`config.mk`:
```
export PLATFORM = sky130hd
export DESIGN_NAME = store_narrow
export DESIGN_NICKNAME = d
export VERILOG_FILES = /design/src/rtl/store_narrow.sv
export SDC_FILE = /design/constraint.sdc
export NUM_CORES = 1
export LEC_CHECK = 0
export ABC_AREA = 1
export CORE_ASPECT_RATIO = 1.4
export CORE_MARGIN = 2
export CORE_UTILIZATION = 39
export CTS_CLUSTER_DIAMETER = 100
export DETAILED_ROUTE_END_ITERATION = 16
export PLACE_DENSITY = 0.76
export SLEW_MARGIN = 30
export SYNTH_ARGS = -nofsm -noshare
export SYNTH_HDL_FRONTEND = slang
export SYNTH_SLANG_ARGS = --single-unit
```
`constraint.sdc`:
```
create_clock -name clk -period 3.05 [get_ports clk]
set_clock_uncertainty 0.1 [all_clocks]
set_input_delay 0.7625 -clock clk [delete_from_list [all_inputs] [get_ports clk]]
set_output_delay 0.7625 -clock clk [all_outputs]
set_load 0.03 [all_outputs]
```
`src/rtl/store_narrow.sv`:
```
// -----------------------------------------------------------------------------
// store_narrow
//   Store-path narrowing unit between the execute stage and the data-memory
//   port. A 32-bit register value is narrowed to the addressed byte lanes
//   (sb/sh/sw). The unit issues one write at a time and then waits for
//   mem_ack. Requests that fail a check, and writes whose ack never arrives,
//   end with a one-cycle err pulse carrying a reason code.
//
//   Handshake: a request transfers on a rising edge where
//   req_valid && req_ready. The unit takes only one store at a time, and
//   req_ready is high only in IDLE. mem_wr_en stays high, with
//   addr/wdata/be held stable, until an edge samples mem_ack high.
//
//   Optional feature (macro STORE_NARROW_RANGE_CHECK_EN): a byte or half
//   store is rejected with code 100 unless the value survives
//   narrow-then-sign-extend unchanged. When the macro is undefined, the
//   upper bits are truncated silently.
//
//   Ports
//     clk, rst      clock (rising edge), asynchronous active-high reset
//     req_*         store request: valid/ready, byte address, data, size
//                   (00 byte, 01 half, 10 word, 11 illegal)
//     mem_*         word-aligned write: strobe, address, lane-replicated
//                   data, byte enables, and the ack input
//     done          one-cycle pulse: store completed
//     err/err_code  one-cycle pulse plus reason: 001 misaligned,
//                   010 illegal size, 011 timeout, 100 range overflow
//     dbg_state_o   current FSM state (0 IDLE, 1 WRITE, 2 RESP, 3 ERR)
// -----------------------------------------------------------------------------
module store_narrow #(
   parameter int ADDR_W  = 32,
   parameter int TIMEOUT = 15
) (
   input  logic              clk,
   input  logic              rst,
   input  logic              req_valid,
   output logic              req_ready,
   input  logic [ADDR_W-1:0] req_addr,
   input  logic [31:0]       req_data,
   input  logic [1:0]        req_size,
   output logic              mem_wr_en,
   output logic [ADDR_W-1:0] mem_addr,
   output logic [31:0]       mem_wdata,
   output logic [3:0]        mem_be,
   input  logic              mem_ack,
   output logic              done,
   output logic              err,
   output logic [2:0]        err_code,
   output logic [1:0]        dbg_state_o
);

   typedef enum logic [1:0] {
      S_IDLE  = 2'd0,
      S_WRITE = 2'd1,
      S_RESP  = 2'd2,
      S_ERR   = 2'd3
   } state_t;

   localparam logic [7:0] TMO_LAST = 8'(TIMEOUT - 1);

   state_t      state_q;
   logic [7:0]  tmo_cnt_q;

   logic [31:0] wdata_d;
   logic [3:0]  be_d;
   logic        misaligned;
   logic        range_bad;
   logic [2:0]  chk_code_d;

   assign req_ready   = (state_q == S_IDLE) && !rst;
   assign dbg_state_o = state_q;

   // Lane narrowing: replicate the narrow value across the word so that
   // memory picks whichever lanes the byte enables select.
   always_comb begin
      wdata_d = req_data;
      be_d    = 4'b1111;
      case (req_size)
         2'b00: begin
            wdata_d = {4{req_data[7:0]}};
            be_d    = 4'b0001 << req_addr[1:0];
         end
         2'b01: begin
            wdata_d = {2{req_data[15:0]}};
            be_d    = req_addr[1] ? 4'b1100 : 4'b0011;
         end
         default: begin
            wdata_d = req_data;
            be_d    = 4'b1111;
         end
      endcase
   end

   assign misaligned = ((req_size == 2'b01) && req_addr[0]) ||
                       ((req_size == 2'b10) && (req_addr[1:0] != 2'b00));

`ifdef STORE_NARROW_RANGE_CHECK_EN
   // The upper bits must be pure sign copies of the narrow value.
   assign range_bad = ((req_size == 2'b00) && (req_data[31:8]  != {24{req_data[7]}})) ||
                      ((req_size == 2'b01) && (req_data[31:16] != {16{req_data[15]}}));
`else
   assign range_bad = 1'b0;
`endif

   // Check priority: illegal size, then misaligned, then range.
   always_comb begin
      chk_code_d = 3'b000;
      if (req_size == 2'b11)
         chk_code_d = 3'b010;
      else if (misaligned)
         chk_code_d = 3'b001;
      else if (range_bad)
         chk_code_d = 3'b100;
   end

   always_ff @(posedge clk or posedge rst) begin
      if (rst) begin
         state_q   <= S_IDLE;
         tmo_cnt_q <= 8'd0;
         mem_wr_en <= 1'b0;
         mem_addr  <= '0;
         mem_wdata <= 32'd0;
         mem_be    <= 4'd0;
         done      <= 1'b0;
         err       <= 1'b0;
         err_code  <= 3'b000;
      end else begin
         done     <= 1'b0;
         err      <= 1'b0;
         err_code <= 3'b000;
         case (state_q)
            S_IDLE: begin
               if (req_valid && req_ready) begin
                  tmo_cnt_q <= 8'd0;
                  if (chk_code_d != 3'b000) begin
                     state_q  <= S_ERR;
                     err      <= 1'b1;
                     err_code <= chk_code_d;
                  end else begin
                     state_q   <= S_WRITE;
                     mem_wr_en <= 1'b1;
                     mem_addr  <= {req_addr[ADDR_W-1:2], 2'b00};
                     mem_wdata <= wdata_d;
                     mem_be    <= be_d;
                  end
               end
            end
            S_WRITE: begin
               // An ack in the expiry cycle still wins over the timeout.
               if (mem_ack) begin
                  state_q   <= S_RESP;
                  mem_wr_en <= 1'b0;
                  done      <= 1'b1;
               end else if (tmo_cnt_q == TMO_LAST) begin
                  state_q   <= S_ERR;
                  mem_wr_en <= 1'b0;
                  err       <= 1'b1;
                  err_code  <= 3'b011;
               end else begin
                  tmo_cnt_q <= tmo_cnt_q + 8'd1;
               end
            end
            S_RESP:  state_q <= S_IDLE;
            default: state_q <= S_IDLE;
         endcase
      end
   end

endmodule

```
==> out/metrics.yaml <==
status: "complete, no violations"
drc_errors: 0
ir_drop_mv: 0.475
cp_max_fo: 2
die_y_um: 119
cts_htree_levels: 3
critPathLaunchType: "input port"
grt_usage_pct: 20.7
cts_sinks: 81
die_width_um: 85.9
final_area_mm2: 0.00543
cts_root_buffer: "clkbuf_16"
netlist_area_mm2: 0.00366
grt-ovfl-total: 0
post_cts_buffers: 0
grt_max_degree: 64
area_growth_pct: 48.0
synthCells: 436
start_util_pct: 40.4
fillers: 799
wl_per_cell_um: 15.2
place_ws_ps: 132
first_iter_violations: 182
synth-seq-cells: 81
clock_path_buffers: 2
core_area_mm2: 0.00908
routabilityCongestion: 0.914
setup_tns_ps: 0
cts.repair.resized: 0
rsz0062_at_grt: "false"
grt_pass1_wl_um: 16600
yosys.cell_types.count: 23
drt_pass1_iterations: 4
drive_gt1_share_pct: 5.73
multi_input_comb_area_mm2: 0.00138
io_pins: 147
num_vias: 3522
dp_hpwl_um: 7370
hold_buffers: 0
power_density_mw_per_mm2: 1010
wl_um: 10400
cts_buffers: 9
hp-class: "reg2reg"
fmax_mhz: 343
period_minus_slack_ps: 2910
report.final.slew_viol_count: 0
synth-seq-area-share_pct: 55.3
fin_hold_ws_ps: 371
io_buffers: 143
clk_pin_slew_ps: 60
regToRegSetupSlack_ps: 1310
nets: 645
clock_latency_ps: 330
finalWorstSetupSlack_ps: 139
tritoncts: "done"
setup_violations: 0
routed_via_density: 5.16
die-area_mm2: 0.0102
worstPathRequired_ps: 2190
maxCapViolCount: 0
power.leakage_nw: 2.58
drtAntennaViolNets: 0
critPathArrivalTime_ps: 2050
first_global_vias: 3466
diodes: 0
hold_violations: 0
regArea_mm2: 0.00203
worstSetupPathType: "in2out"
antenna_found_initial: 0
fin_crit_sh_pct: 95.5
rows: 41
end_kind: "output port"
post_synth.cell_area_avg_um2: 8.41
final_core_util_pct: 59.7
yosysWarnings: 0
dpl_cell_area_mm2: 0.00516
## cells in the mapped netlist (all sizes together)
| cell | count | area [µm²] |
|---|---|---|
| nand3 | 57 | 295 |
| nand2 | 139 | 532 |
| a21oi | 29 | 145 |
| buf | 18 | 141 |
| conb | 1 | 3.75 |
| nor2 | 24 | 92.6 |
| clkbuf | 10 | 38.8 |
| xor2 | 3 | 26.3 |
| o21ai | 47 | 235 |
| dfrtp | 81 | 2030 |
| o21a | 1 | 7.51 |
| xnor2 | 1 | 8.76 |
| inv | 23 | 86.3 |
| ha | 2 | 25.0 |
## area by class of cell
type	count	area share [%]
clock buffer	11	4.47
clock inverter	3	0.346
inverter	23	1.61
multi-input combinational	306	25.4
sequential	81	37.4
tap	107	2.47
timing repair buffer	152	28.3
## final timing paths
check | startpoint | end | depth (start not counted)
worst max register to register | tmo_cnt_q[0] | mem_wr_en | 8
max in group asynchronous | rst | dbg_state_o[0] | 3
worst max-delay path | rst | req_ready | 3
worst min register to register | mem_addr[22] | mem_addr[22] | 2
worst min-delay path | mem_addr[22] | mem_addr[22] | 2
min in group asynchronous | rst | mem_be[2] | 2
## cell families after synthesis
group / synth area share, %
AO/OA/AOI/OAI: 10.6
flip-flops: 55.3
AND/OR/NAND/NOR: 25.1
XOR/XNOR: 0.956
adder cells (fa/ha/maj): 0.683
other: 0.102
buffers and inverters: 7.27
## power by group
| group | internal [W] | switching, W | total [W] |
|---|---|---|---|
| Clock | 0.000563 | 0.000398 | 0.000961 |
| Combinational | 0.00111 | 0.00164 | 0.00275 |
| Sequential | 0.00154 | 0.000258 | 0.00180 |
| Total | 0.00321 | 0.00230 | 0.00551 |
## critical path, cell delays in order
cell             delay [ps]
clkdlybuf4s50_1         450
nor2_2                  150
clkdlybuf4s50_1         680
## per-stage QoR
stage,cells,power [W]
after CTS,683,0.00556
after global placement,669,0.00451
after floorplan,438,0.00333
final,683,0.00551
after global routing,683,0.00582
after detailed placement,669,0.00457
## sequential cells by signal (all words and copies together), names as in the netlist
register,cells
mem_wdata,32
mem_addr,30
tmo_cnt_q,8
mem_be,4
dbg_state_o,2
err_code,2
done,1
err,1
mem_wr_en,1
## cell usage in the layout (no fill, tap or decap), types with 2 or more instances in the layout
cell	count
nand3_1	55
o21ai_0	15
dfrtp_1	81
nand3_2	2
inv_1	17
a21oi_1	29
nand2_1	137
buf_12	3
nor2_1	23
buf_4	6
xor2_1	3
clkinv_2	3
ha_1	2
conb_1	3
o21ai_1	32
inv_2	5
clkbuf_16	9
clkdlybuf4s50_1	143
## routing by layer
layer  GRT usage, %  share of wire (%)  wire length (µm)  up-vias
met5              0                  0                 0        -
met4           8.93                2.4               246        0
met3           5.31                8.1               839       16
met2           35.2                 51              5340      154
met1           24.3                 38              3950     1668
li1               -                  -                 -     1684
(Power assumes the default switching activity.)
